**src/rtl/uart_tx_arbiter.sv**
```systemverilog
// rtl/uart_tx_arbiter.sv - round-robin scheduler sharing one UART transmitter between clients
module uart_tx_arbiter #(
   parameter int NUM_REQ       = 4,
   parameter int DATA_WIDTH    = 8,
   parameter int GAP_CYCLES    = 2,
   parameter int START_TIMEOUT = 8
) (
   input  logic                          clk,
   input  logic                          rst,
   input  logic [NUM_REQ-1:0]            req,
   input  logic [NUM_REQ*DATA_WIDTH-1:0] req_data,
   output logic [NUM_REQ-1:0]            gnt,
   output logic [NUM_REQ-1:0]            done,
   input  logic                          tx_busy,
   output logic                          tx_data_valid,
   output logic [DATA_WIDTH-1:0]         tx_p_data,
   output logic [$clog2(NUM_REQ)-1:0]    active_id,
   output logic                          arb_busy,
   output logic                          timeout_err
);

   localparam int IDW     = $clog2(NUM_REQ);
   localparam int CNT_MAX = (START_TIMEOUT > GAP_CYCLES) ? START_TIMEOUT : GAP_CYCLES;
   localparam int CW      = $clog2(CNT_MAX + 1);

   // Last count value of the start watchdog and of the inter-frame gap
   localparam logic [CW-1:0]  TO_LAST   = CW'(START_TIMEOUT - 1);
   localparam logic [CW-1:0]  GAP_LAST  = (GAP_CYCLES > 0) ? CW'(GAP_CYCLES - 1) : '0;
   // Pointer starts at the last client so client 0 wins the first contest
   localparam logic [IDW-1:0] PTR_RESET = IDW'(NUM_REQ - 1);

   typedef enum logic [2:0] {
      ARB,
      ISSUE,
      WAIT_BUSY,
      WAIT_DONE,
      GAP
   } state_t;

   state_t                state_q, state_d;
   logic [IDW-1:0]        ptr_q, ptr_d;
   logic [CW-1:0]         cnt_q, cnt_d;
   logic [NUM_REQ-1:0]    gnt_q, gnt_d;
   logic [NUM_REQ-1:0]    done_q, done_d;
   logic                  valid_q, valid_d;
   logic [DATA_WIDTH-1:0] data_q, data_d;
   logic [IDW-1:0]        id_q, id_d;
   logic                  arb_busy_q, arb_busy_d;
   logic                  timeout_q, timeout_d;

   logic [DATA_WIDTH-1:0] req_bytes [NUM_REQ];
   logic                  win_found;
   logic [IDW-1:0]        win_id;
   logic [IDW-1:0]        cand;

   // Split the packed client bus into one byte per client
   always_comb begin
      for (int i = 0; i < NUM_REQ; i++) begin
         req_bytes[i] = req_data[i*DATA_WIDTH +: DATA_WIDTH];
      end
   end

   // Rotating-priority search starting just after the previous winner
   always_comb begin
      win_found = 1'b0;
      win_id    = '0;
      cand      = '0;
      for (int o = 1; o <= NUM_REQ; o++) begin
         cand = IDW'((int'(ptr_q) + o) % NUM_REQ);
         if (!win_found && req[cand]) begin
            win_found = 1'b1;
            win_id    = cand;
         end
      end
   end

   // Next-state and registered-output values for the scheduling FSM
   always_comb begin
      state_d   = state_q;
      ptr_d     = ptr_q;
      cnt_d     = cnt_q;
      gnt_d     = '0;
      done_d    = '0;
      valid_d   = 1'b0;
      data_d    = data_q;
      id_d      = id_q;
      timeout_d = 1'b0;

      case (state_q)
         ARB: begin
            // A busy transmitter (e.g. frame left over from a reset) blocks any grant
            if (win_found && !tx_busy) begin
               gnt_d[win_id] = 1'b1;
               data_d        = req_bytes[win_id];
               id_d          = win_id;
               ptr_d         = win_id;
               state_d       = ISSUE;
            end
         end

         ISSUE: begin
            valid_d = 1'b1;
            cnt_d   = '0;
            state_d = WAIT_BUSY;
         end

         WAIT_BUSY: begin
            // Busy rising wins over the watchdog on the last allowed cycle
            if (tx_busy) begin
               state_d = WAIT_DONE;
            end else if (cnt_q == TO_LAST) begin
               timeout_d = 1'b1;
               cnt_d     = '0;
               state_d   = (GAP_CYCLES > 0) ? GAP : ARB;
            end else begin
               cnt_d = cnt_q + 1'b1;
            end
         end

         WAIT_DONE: begin
            if (!tx_busy) begin
               done_d[id_q] = 1'b1;
               cnt_d        = '0;
               state_d      = (GAP_CYCLES > 0) ? GAP : ARB;
            end
         end

         GAP: begin
            if (cnt_q == GAP_LAST) begin
               state_d = ARB;
            end else begin
               cnt_d = cnt_q + 1'b1;
            end
         end

         default: begin
            state_d = ARB;
         end
      endcase

      arb_busy_d = (state_d != ARB);
   end

   // State and output registers with synchronous active-high reset
   always_ff @(posedge clk) begin
      if (rst) begin
         state_q    <= ARB;
         ptr_q      <= PTR_RESET;
         cnt_q      <= '0;
         gnt_q      <= '0;
         done_q     <= '0;
         valid_q    <= 1'b0;
         data_q     <= '0;
         id_q       <= '0;
         arb_busy_q <= 1'b0;
         timeout_q  <= 1'b0;
      end else begin
         state_q    <= state_d;
         ptr_q      <= ptr_d;
         cnt_q      <= cnt_d;
         gnt_q      <= gnt_d;
         done_q     <= done_d;
         valid_q    <= valid_d;
         data_q     <= data_d;
         id_q       <= id_d;
         arb_busy_q <= arb_busy_d;
         timeout_q  <= timeout_d;
      end
   end

   assign gnt           = gnt_q;
   assign done          = done_q;
   assign tx_data_valid = valid_q;
   assign tx_p_data     = data_q;
   assign active_id     = id_q;
   assign arb_busy      = arb_busy_q;
   assign timeout_err   = timeout_q;

endmodule
```
**config.mk**
```make
export PLATFORM = sky130hd
export DESIGN_NAME = uart_tx_arbiter
export DESIGN_NICKNAME = d
export VERILOG_FILES = /design/src/rtl/uart_tx_arbiter.sv
export SDC_FILE = /design/constraint.sdc
export NUM_CORES = 1
export LEC_CHECK = 0
export BUFFER_PORTS_ARGS = -buffer_cell sky130_fd_sc_hd__buf_4
export CORE_MARGIN = 2
export CORE_UTILIZATION = 51
export DETAILED_ROUTE_END_ITERATION = 16
export PLACE_DENSITY = 0.84
export SLEW_MARGIN = 20
export SYNTH_ARGS = -nofsm -noshare
export SYNTH_HDL_FRONTEND = slang
export SYNTH_SLANG_ARGS = --single-unit
```
**constraint.sdc**
```tcl
create_clock -name clk -period 3.8 [get_ports clk]
set_input_delay 0.19 -clock clk [delete_from_list [all_inputs] [get_ports clk]]
set_output_delay 0.19 -clock clk [all_outputs]
set_load 0.1 [all_outputs]
```
[Yosys cells after proc, flatten, opt, wreduce, memory -nomap -nowiden]
Index checks and enable logic that the tools add are counted.
Widths: inputs -> output; s select.
Word-level totals
  register bits: 30
  output and inout port bits: 21
Operators by class
  add/sub/neg operators: 5
  $lt $le $gt $ge: 9
  equality and inequality tests: 9
  mux-type cells: 36
  bitwise logic cells: 5
  reduce and logical (&&, ||, !) cells: 18
Operators by type and width (number)
  $lt 2x3->1 const B: 6
  $bmux 8 s2: 1
  $mux 4: 4
  $mux 8: 2
  $pmux 4 s4: 1
  $mux 3: 5
  $pmux 3 s5: 1
  $mux 1: 12
  $reduce_or 3->1: 3
  $bmux 1 s2: 4
  $mux 2: 4
  $eq 3x2->1 const B: 2
  $logic_and 1x1->1: 6
  $ne 2x2->1 const B: 3
  $add 2x1->2 const B: 2
  $add 2x2->2 const B: 2
  $add 4x1->4 const B: 1
  $demux 1 s2: 2
  $eq 4x1->1 const B: 1
  $eq 4x3->1 const B: 1
  $ge 2x1->1 const B: 2
  $logic_not 1->1: 4
  $not 1->1: 4
  $reduce_and 4->1: 1
  other kinds (8): 8

[Logic depth before layout (Yosys ltp)]
  depth after elaboration: 17
  depth in mapped cells: 7

[Least setup slack after synthesis]
Ideal clock, no wire load.
  kind: register to register
  start: reg ptr_q[1]
  end: reg data_q[7] (netlist: tx_p_data[7])
  arrival: 1.540 ns
  data required time: 3.666 ns
  setup slack: 2.126 ns
  cell stages (with the launch flop): 7
  path buffers: 1
  path through: dfxtp_1 > or3b_1 > o211a_2 > buf_6 > mux2_4 > a21oi_2 > a211oi_2
On the way
  cells in the longest elaborated chain, start to end: 17
Ends and longest elaborated chain
  from (decl): line 41  | logic [IDW-1:0] ptr_q, ptr_d;
  from (signal assigned): line 159  | ptr_q <= ptr_d;
  $add 2x1->2: line 69  | cand = IDW'((int'(ptr_q) + o) % NUM_REQ);
  $bmux 1 s2: line 70  | if (!win_found && req[cand]) begin
  $mux 1 (implied by the code): line 70
  $mux 1: line 70
  $logic_not 1->1: line 70
  $logic_and 1x1->1: line 70
  $mux 1: line 70
  $logic_not 1->1: line 70
  $logic_and 1x1->1: line 70
  $mux 1: line 70
  $logic_not 1->1: line 70
  $logic_and 1x1->1: line 70
  $mux 2: line 70
  $not 2->3 (implied by the code): line 94  | data_d = req_bytes[win_id];
  $bmux 8 s2: line 94
  $mux 8 (implied by the code) (2 in series): line 94
  to (signal assigned): line 164  | data_q <= data_d;
  to (decl): line 46  | logic [DATA_WIDTH-1:0] data_q, data_d;
Several ways; a longest one is shown, not always the timed one. The select of a mux whose other input is x is not followed.
A chain may end at the register's enable or synchronous reset.

[Worst setup path after layout]
  start: reg ptr_q[0]
  end: reg data_q[5] (netlist: tx_p_data[5])
Same word-level chain as after synthesis.

==> impl_metrics.env <==
export IMPL_io_buffers=59
export IMPL_synth_seq_cells=30
export IMPL_crit_path_start_kind="register"
export IMPL_timing_slew_headroom_pct=61.75
export IMPL_ctsRootBufferMaster="clkbuf_4"
export IMPL_cts_sinks=30
export IMPL_clock_path_buffers=2
export IMPL_grt_start_max_net_pins=22
export IMPL_wire_per_inst_um=14.85
export IMPL_ys_warn_count=0
export IMPL_die_area_um2=3394
export IMPL_ys_flop_type="dfxtp_1"
export IMPL_seqPwrFrac_pct=40.4
export IMPL_drcViolationCount=0
export IMPL_first_pass_iters=4
export IMPL_die_x_um=58.26
export IMPL_p_switching_mw=0.3563
export IMPL_cap_violations=0
export IMPL_drt_wl_total_mm=3.758
export IMPL_gr_total_overflow=0
export IMPL_synth_cells=163
export IMPL_yosysSeqAreaShare_pct=40.00
export IMPL_synth_edf_count=0
export IMPL_grt_setup_unrepaired="no"
export IMPL_netSwitchingFraction_pct=39.72
export IMPL_hold_ws_ps=172.1
export IMPL_fin_skew_ps=13.56
export IMPL_worst_slew_pin_transition_ps=571.1
export IMPL_hpwl_mm=2.863
export IMPL_p_total_mw=0.8968
export IMPL_irDropWorstVdd_uv=385.6
export IMPL_path_class="reg -> reg"
export IMPL_pwr_density_cell_nw_per_um2=446.3
export IMPL_grt_pass1_vias=1416
export IMPL_hold_violations=0
export IMPL_antenna_found_initial=0
export IMPL_cts_buffers_inserted=5
export IMPL_synth_async_sr_flop_share_pct=0
export IMPL_grtUsageTotal_pct=24.07
export IMPL_num_rows=19
export IMPL_p_int_mw=0.5406
export IMPL_drtIter0Drc=38
export IMPL_syn2layout_area_growth_pct=33.83
export IMPL_initial_core_util_pct=53.98
export IMPL_min_period_ps=1841
export IMPL_nets=262
export IMPL_die_h_um=58.26
export IMPL_crit_required_ps=4010
export IMPL_holdCritPathClass="in -> reg"
export IMPL_cts_resized=0
export IMPL_core_area_um2=2781
export IMPL_antenna_cells=0
export IMPL_final_layout_size_suffix_gt1_share_pct=39.19
export IMPL_netlist_cell_type_count=46
export IMPL_pwr_share_clk_pct=22.4
export IMPL_final_util_pct=72.24
export IMPL_drv_slew=0
export IMPL_postCtsSetupBuffers=0
export IMPL_antenna_left=0
export IMPL_status="finished, final reports clean"
export IMPL_clk_pin_slew_worst_paths_ps=100
export IMPL_power_frac_comb_pct=37.2
export IMPL_avgSynthCellArea_um2=9.211
export IMPL_setup_tns_ps=0
export IMPL_ioPinCount=60
export IMPL_gp_congestion=0.8516
export IMPL_vias=1408
export IMPL_cts_tree="built"
export IMPL_end_kind="register"
export IMPL_setup_violations=0
export IMPL_h_tree_depth=2
export IMPL_syn_nets=204
export IMPL_p_leak_nw=0.8712
export IMPL_grt_pass1_wl_mm=6.272
export IMPL_max_freq_ghz=0.5431
export IMPL_clk_latency_ps=330
export IMPL_via_per_inst=5.565
export IMPL_crit_arrival_ps=2050
export IMPL_netlist_area_um2=1501
export IMPL_crit_path_max_fanout=14
export IMPL_period_share_pct=48.46
export IMPL_ctsHoldBuffers=0
==> power groups by stage <==
stage	clock [mW]	combinational [mW]	sequential (mW)
detailed placement	0	0.334	0.369
finish	0.201	0.334	0.362
floorplan	0	0.136	0.482
global placement	0	0.326	0.367
CTS	0.208	0.334	0.362
global route	0.219	0.353	0.367
==> state kept, by name, indices dropped and copies added, names as in the netlist, 2 cells and up <==
signal / flops
state_q: 3
active_id: 2
tx_p_data: 8
ptr_q: 2
done: 4
gnt: 4
cnt_q: 4
==> synthesized netlist by cell type, drive strengths merged, types with 2 or more instances <==
library cell / n / area share, %
and3: 2 / 0.83
nor4b: 2 / 1.2
a21o: 3 / 1.5
nand3b: 3 / 1.5
clkbuf: 5 / 1.3
a22oi: 5 / 2.8
xor2: 2 / 1.2
o21ai: 9 / 3.5
mux2: 8 / 6.3
o21bai: 2 / 1.0
nor3: 9 / 3.0
a31oi: 2 / 1.8
buf: 4 / 1.7
a211oi: 6 / 4.3
a21oi: 11 / 3.9
inv: 2 / 0.50
ha: 2 / 1.7
or3b: 2 / 1.2
nand3: 4 / 1.3
dfxtp: 30 / 40
nor2: 22 / 5.5
mux2i: 6 / 4.0
nand2b: 3 / 1.3
nor2b: 2 / 0.83
nand2: 4 / 1.0
==> worst paths after layout <==
check / start / to / slack [ps] / depth (start not counted)
min reg2reg: tx_p_data[1] / tx_p_data[1] / 500 / 2
min: rst / tx_p_data[7] / 170 / 2
max reg2reg: ptr_q[0] / tx_p_data[5] / 1960 / 5
max: ptr_q[0] / tx_p_data[5] / 1960 / 5
==> cell usage in the layout, fill, tap and decap left out, types with 2 or more instances in the layout <==
cell type | synthesis | final
a22oi_1 | 4 | 4
inv_1 | 2 | 2
and3_1 | 2 | 2
nor2_1 | 22 | 22
nor2b_1 | 2 | 2
a21o_1 | 3 | 3
a21oi_1 | 10 | 10
a211oi_1 | 2 | 2
o21ai_2 | 2 | 2
o21bai_1 | 2 | 2
ha_1 | 2 | 2
nand2_1 | 4 | 4
nand3_1 | 4 | 4
nor4b_1 | 2 | 2
dfxtp_1 | 30 | 30
a211oi_2 | 4 | 4
mux2i_1 | 6 | 6
nand3b_1 | 3 | 3
nor3_1 | 9 | 9
nand2b_1 | 3 | 3
buf_4 | 0 | 60
xor2_1 | 2 | 2
mux2_2 | 7 | 7
o21ai_0 | 7 | 7
clkbuf_4 | 0 | 5
==> area by class of cell <==
class | instances | area (um^2)
Clock inverter | 2 | 12.51
Fill cell | 223 | 772.0
Inverter | 2 | 7.507
Timing Repair Buffer | 60 | 450.4
Multi-Input combinational cell | 122 | 848.3
Sequential cell | 30 | 600.6
Tap cell | 31 | 38.79
Clock buffer | 6 | 51.30
==> cells by family (layout without fill, tap and decap cells) <==
family | Yosys count | after routing | synth area share [%]
mux | 14 | 14 | 10.25
buf+inv | 11 | 70 | 3.500
fa+ha+maj | 2 | 2 | 1.666
compound gates | 44 | 44 | 22.33
simple gates | 59 | 59 | 20.50
flops | 30 | 30 | 40.00
xor+xnor | 3 | 3 | 1.750
==> metal layers <==
layer	vias to the layer above	routed length, um	global-route usage, %	part of all wire (%)
li1	705	-	-	-
met1	647	1554	27.89	41
met2	47	1942	41.41	52
met3	9	206	6.250	5.5
met4	0	54	10.63	1.4
met5	-	0	0	0
==> critical path, cell delays in order, from the launching register on <==
cell	delay, ps
dfxtp_1	340
and2b_1	250
o211a_2	480
mux2_2	390
a21oi_1	180
a211oi_2	80
==> stage by stage <==
stage / cells / area, um^2 / setup WS (ps)
final: 253 / 2009 / 1959
after global routing: 253 / 2009 / 1861
after CTS: 253 / 2009 / 1961
after detailed placement: 245 / 1946 / 1986
after global placement: 245 / 1946 / 2040
after floorplan: 163 / 1501 / 2126
(Power assumes the default switching activity.)
